## src/rtl/ahb_payload_serializer_if.sv

```systemverilog
// ahb_payload_serializer_if: programmed payload/control inputs and serial/status outputs of the serializer
interface ahb_payload_serializer_if #(parameter int DATA_W = 8, parameter int SIZE_W = 5);
  logic [DATA_W-1:0] payload_0, payload_1;
  logic [SIZE_W-1:0] data_size;
  logic start, serial_out, serial_valid, parity_bit, busy, done, err;
  modport master(output payload_0, payload_1, data_size, start,
                 input serial_out, serial_valid, parity_bit, busy, done, err);
  modport slave(input payload_0, payload_1, data_size, start,
                output serial_out, serial_valid, parity_bit, busy, done, err);
endinterface

```

## src/rtl/ahb_payload_serializer.sv

```systemverilog
// ahb_payload_serializer: LSB-first serializer of {payload_1,payload_0}, CLK_DIV cycles per bit.
// Optional even parity period is enabled by defining AHB_SER_PARITY_EN.
module ahb_payload_serializer #(
  parameter int DATA_W  = 8,
  parameter int SIZE_W  = 5,
  parameter int CLK_DIV = 4
) (
  input logic hclk,
  input logic hreset_n,
  ahb_payload_serializer_if.slave s
);
  localparam int DIV_W = CLK_DIV > 1 ? $clog2(CLK_DIV) : 1;
  typedef enum logic [1:0] {
    IDLE   = 2'd0,
    SHIFT  = 2'd1,
`ifdef AHB_SER_PARITY_EN
    PARITY = 2'd3,
`endif
    DONE   = 2'd2
  } state_t;
  state_t state_q, state_d, after_shift;
  logic [2*DATA_W-1:0] shreg_q, shreg_d;
  logic [SIZE_W-1:0] bits_q, bits_d;
  logic [DIV_W-1:0] div_q, div_d;
  logic err_q, err_d, wrap, legal, par_q, par_d;
  assign wrap  = div_q == DIV_W'(CLK_DIV - 1);
  assign legal = s.data_size != '0 && s.data_size <= SIZE_W'(2 * DATA_W);
`ifdef AHB_SER_PARITY_EN
  assign after_shift = PARITY;
`else
  assign after_shift = DONE;
`endif
  always_comb begin
    state_d = state_q;
    shreg_d = shreg_q;
    bits_d  = bits_q;
    div_d   = wrap ? '0 : div_q + DIV_W'(1);
    err_d   = 1'b0;
    par_d   = par_q;
    case (state_q)
      IDLE: begin
        div_d = '0;
        if (s.start && legal) begin
          shreg_d = {s.payload_1, s.payload_0};
          bits_d  = s.data_size;
          par_d   = 1'b0;
          state_d = SHIFT;
        end
        err_d = s.start && !legal;
      end
      SHIFT: if (wrap) begin
        shreg_d = shreg_q >> 1;
        bits_d  = bits_q - SIZE_W'(1);
        par_d   = par_q ^ shreg_q[0];
        state_d = bits_q == SIZE_W'(1) ? after_shift : SHIFT;
      end
`ifdef AHB_SER_PARITY_EN
      PARITY: state_d = wrap ? DONE : PARITY;
`endif
      default: state_d = IDLE;
    endcase
  end
  always_ff @(posedge hclk or negedge hreset_n)
    if (!hreset_n) begin
      state_q <= IDLE;
      shreg_q <= '0;
      bits_q  <= '0;
      div_q   <= '0;
      err_q   <= 1'b0;
    end else begin
      state_q <= state_d;
      shreg_q <= shreg_d;
      bits_q  <= bits_d;
      div_q   <= div_d;
      err_q   <= err_d;
    end
`ifdef AHB_SER_PARITY_EN
  always_ff @(posedge hclk or negedge hreset_n)
    if (!hreset_n) par_q <= 1'b0;
    else par_q <= par_d;
  assign s.parity_bit   = state_q == PARITY;
  assign s.serial_valid = state_q == SHIFT || state_q == PARITY;
  assign s.serial_out   = state_q == SHIFT ? shreg_q[0] : state_q == PARITY && par_q;
`else
  assign par_q          = 1'b0;
  assign s.parity_bit   = 1'b0;
  assign s.serial_valid = state_q == SHIFT;
  assign s.serial_out   = state_q == SHIFT && shreg_q[0];
`endif
  assign s.busy = s.serial_valid;
  assign s.done = state_q == DONE;
  assign s.err  = err_q;
  logic unused;
  assign unused = ^{par_d};
endmodule

```

## src/flat_wrapper.sv

```systemverilog
// flat-port wrapper written by rule: the top's interface ports become plain ports
module ahb_payload_serializer_flat 
#(
  parameter int DATA_W  = 8,
  parameter int SIZE_W  = 5,
  parameter int CLK_DIV = 4
)
  (hclk, hreset_n, s_payload_0, s_payload_1, s_data_size, s_start, s_serial_out, s_serial_valid, s_parity_bit, s_busy, s_done, s_err);
  ahb_payload_serializer_if #(.DATA_W(DATA_W), .SIZE_W(SIZE_W)) s_i ();
  input logic hclk;
  input logic hreset_n;
  input wire logic [$bits(s_i.payload_0)-1:0] s_payload_0;
  input wire logic [$bits(s_i.payload_1)-1:0] s_payload_1;
  input wire logic [$bits(s_i.data_size)-1:0] s_data_size;
  input wire logic [$bits(s_i.start)-1:0] s_start;
  output wire logic [$bits(s_i.serial_out)-1:0] s_serial_out;
  output wire logic [$bits(s_i.serial_valid)-1:0] s_serial_valid;
  output wire logic [$bits(s_i.parity_bit)-1:0] s_parity_bit;
  output wire logic [$bits(s_i.busy)-1:0] s_busy;
  output wire logic [$bits(s_i.done)-1:0] s_done;
  output wire logic [$bits(s_i.err)-1:0] s_err;
  assign s_i.payload_0 = s_payload_0;
  assign s_i.payload_1 = s_payload_1;
  assign s_i.data_size = s_data_size;
  assign s_i.start = s_start;
  assign s_serial_out = s_i.serial_out;
  assign s_serial_valid = s_i.serial_valid;
  assign s_parity_bit = s_i.parity_bit;
  assign s_busy = s_i.busy;
  assign s_done = s_i.done;
  assign s_err = s_i.err;
  ahb_payload_serializer #(.DATA_W(DATA_W), .SIZE_W(SIZE_W), .CLK_DIV(CLK_DIV)) u_core (.hclk(hclk), .hreset_n(hreset_n), .s(s_i));
endmodule
```

## config.mk

```make
export PLATFORM = sky130hd
export DESIGN_NAME = ahb_payload_serializer_flat
export DESIGN_NICKNAME = d
export VERILOG_FILES = /design/src/rtl/ahb_payload_serializer_if.sv /design/src/rtl/ahb_payload_serializer.sv /design/src/flat_wrapper.sv
export SDC_FILE = /design/constraint.sdc
export NUM_CORES = 1
export LEC_CHECK = 0
export ABC_AREA = 1
export BUFFER_PORTS_ARGS = -buffer_cell sky130_fd_sc_hd__buf_2
export CAP_MARGIN = 30
export CORE_MARGIN = 3
export CORE_UTILIZATION = 50
export CTS_BUF_LIST = sky130_fd_sc_hd__clkbuf_16
export CTS_CLUSTER_SIZE = 8
export DETAILED_ROUTE_END_ITERATION = 7
export PLACE_DENSITY = 0.8
export SETUP_SLACK_MARGIN = 0.1
export SLEW_MARGIN = 10
export SYNTH_ARGS = -nofsm -noshare
export SYNTH_HDL_FRONTEND = slang
export SYNTH_SLANG_ARGS = --single-unit
```

## constraint.sdc

```tcl
create_clock -name hclk -period 4.2 [get_ports hclk]
set_input_delay 0.63 -clock hclk [delete_from_list [all_inputs] [get_ports hclk]]
set_output_delay 0.63 -clock hclk [all_outputs]
set_load 0.1 [all_outputs]
```

==> metrics.md <==
| Metric | Value |
|---|---|
| Outcome | finished clean |
| Core Region | 2810 µm² |
| Final Cell Area | 1670 µm² |
| First-pass DRT Iterations | 4 |
| Worst slew margin | 0.433 |
| Fin. max-slew vios | 0 |
| Largest net degree at the start of global routing | 27 |
| Slack of the critical path | 1.41 ns |
| CTS Hold Bufs | 0 |
| Hold Crit Class | in2async |
| Warnings from Yosys | 0 |
| R2R Setup Slk | 1.88 ns |
| Slew @ Worst Pin | 0.850 ns |
| PwrDens | 287 nW/µm² |
| R2r startpoint | u_core.state_q[1] |
| Final design utilization | 0.596 |
| R2r worst-path depth | 6 |
| Average wire per standard cell | 12.7 µm |
| Final Cycle Share | 0.664 |
| Top FF cell, synth | dfrtp_1 |
| DR vias/cell | 5.32 |
| Critical path class | reg2out |
| Critical path cell sequence | inv_2 -> nand2_4 -> clkinv_1 -> buf_2 |
| Layout cells sized above 1 | 0.199 |
| Max clock buf depth | 2 |
| Initial Util | 0.537 |
| Vias | 1340 |
| FP Rows | 19 |
| Sw Share | 0.197 |
| Initial antenna violation count | 0 |
| Flops & latches, synth | 26 |
| Die area | 3710 µm² |
| Post-synthesis cell type count | 24 |
| Cell Area, Synth | 1510 µm² |
| Combinational Power Share | 0.045 |
| Final Critical Period | 2.79 ns |
| Sum of negative setup slack | 0 ns |
| Final setup viols | 0 |
| Gr ovfl total | 0 |
| Pre-CTS WS | 1.71 ns |
| RSZ-0062 raised after global routing | no |
| Worst path depth | 4 |
| Fin cells | 252 |
| Slowest library cell on the worst path | buf_2 |
| Hold Violations, Final | 0 |
| Initial drt markers | 60 |
| Commonest non-fill, non-tap cell in the layout | nand2_1 |
| Ant diodes | 0 |
| # nets final | 249 |
| Worst-Skew Late Latency | 0.26 ns |
| Static Leak | 0.920 nW |
| Clock transition at path regs | 0.06 ns |
| DP Area | 1590 µm² |
| Postcts setup bufs | 0 |
| ANT nets after route | 0 |
| Die Y-Extent | 60.9 µm |
| CP max FO | 26 |
| Htree depth | 1 |
| Max cap viols | 0 |
| VDD IR max | 0.000269 V |
| Total Wirelength | 3190 µm |
| Worst setup EP type | primary output |
| Switch Pwr | 0.0945 mW |
| CTS tree | done |
| Most frequent cells in the layout | 93 x nand2_1, 28 x buf_2, 26 x dfrtp_1, 23 x nand4_1, 10 x nand2_2 |
| Internal power | 0.386 mW |
| Routability cong. | 0.768 |
| GR Util All Layers | 0.187 |
| Clk pwr share | 0.434 |
| Startpoint class of the critical path | flop |
| DIE WIDTH | 60.9 µm |
| Io pins | 30 |
| Post-route DRC | 0 |
| Number of synthesized flops with an enable pin | 0 |
| Placed cell count | 248 |
| Sink Count | 26 |
| Root buf cell | clkbuf_16 |
| First-pass GRT wire length | 5220 µm |
| Seq pwr share | 0.521 |
| Cell family with the largest share of critical-path delay | buffers and inverters |
| Worst Clk Skew | 0.00554 ns |
| IO Port Bufs | 28 |
| DP HPWL | 2080 µm |
| WHS | 0.367 ns |
| CTS Buf Count | 3 |
| Max Fclk | 359 MHz |
| Vias in the first global route | 1208 |
| RR Endpoint | u_core.bits_q[4] |
| WP data required | 3.57 ns |
| Post-Synthesis Cells | 203 |
| Post-CTS sizing | 0 |
| WP data arrival | 2.16 ns |
| Register area share after synthesis | 0.432 |
| Buf/Inv on CP | 3 |
| Growth of design area from synthesis to finish | 10.9% |
| Syn Area/Cell | 7.43 µm² |
| Share of synthesized registers carrying an async set or reset | 1.00 |
| Max incr delay on CP | 0.50 ns |
| PnR Total Power | 0.480 mW |
| Mapped Nets | 230 |
-- how the worst max path moves through the flow --
| stage | start | endpoint | slack [ns] |
|---|---|---|---|
| global route | u_core.state_q[1] | s_busy | 1.28 |
| CTS | u_core.state_q[1] | s_serial_valid | 1.42 |
| detailed placement | u_core.state_q[1] | s_serial_valid | 1.71 |
| global placement | u_core.state_q[1] | s_busy | 1.72 |
| floorplan | u_core.state_q[1] | s_serial_out | 1.54 |
| finish | u_core.state_q[1] | s_serial_valid | 1.41 |
-- power groups by stage --
stage | Sequential, mW | Combinational, mW | Clock, mW
6_report | 0.250 | 0.0217 | 0.208
5_1_grt | 0.250 | 0.0241 | 0.223
3_5_place_dp | 0.255 | 0.0221 | 0
3_3_place_gp | 0.255 | 0.0219 | 0
4_1_cts | 0.250 | 0.0221 | 0.214
2_1_floorplan | 0.255 | 0.00627 | 0
-- state kept, by name, indices dropped and copies added, names as in the netlist --
register        cells
u_core.state_q      2
u_core.shreg_q     16
u_core.bits_q       5
u_core.div_q        2
u_core.s.err        1
-- synthesized netlist by cell type, types with 2 or more instances --
cell	instances	share of area
ha_1	3	0.025
buf_4	2	0.010
nand4_1	23	0.095
nand2_1	93	0.23
nand3_1	6	0.020
nor2_1	9	0.022
o21ai_0	3	0.010
nand2_2	10	0.041
buf_1	2	0.0050
buf_6	2	0.015
inv_1	7	0.017
buf_2	6	0.020
dfrtp_1	26	0.43
-- area by class of cell --
cell class	count	area (µm²)
Clock buffer	3	75.1
Clock inverter	1	3.75
Fill cell	286	1130
Inverter	9	33.8
Multi-Input combinational cell	154	729
Sequential cell	26	651
Tap cell	31	38.8
Timing Repair Buffer	28	140
-- layer usage --
metal | part of all wire | global-route usage | up-vias
met5 | 0 | 0 | -
met4 | 0.012 | 0.0557 | 0
met3 | 0.049 | 0.0383 | 6
met2 | 0.48 | 0.318 | 39
met1 | 0.46 | 0.240 | 612
li1 | - | - | 683
-- logic make-up (layout without fill, tap and decap cells) --
| kind of cell | Yosys count | after routing | synth area share |
|---|---|---|---|
| simple gates | 145 | 145 | 0.437 |
| flops | 26 | 26 | 0.432 |
| buf+inv | 23 | 41 | 0.0846 |
| compound gates | 4 | 4 | 0.0133 |
| fa+ha+maj | 3 | 3 | 0.0249 |
| other cells | 1 | 1 | 0.00249 |
| xor+xnor | 1 | 1 | 0.00581 |
Power figures use the tool's default switching activity.
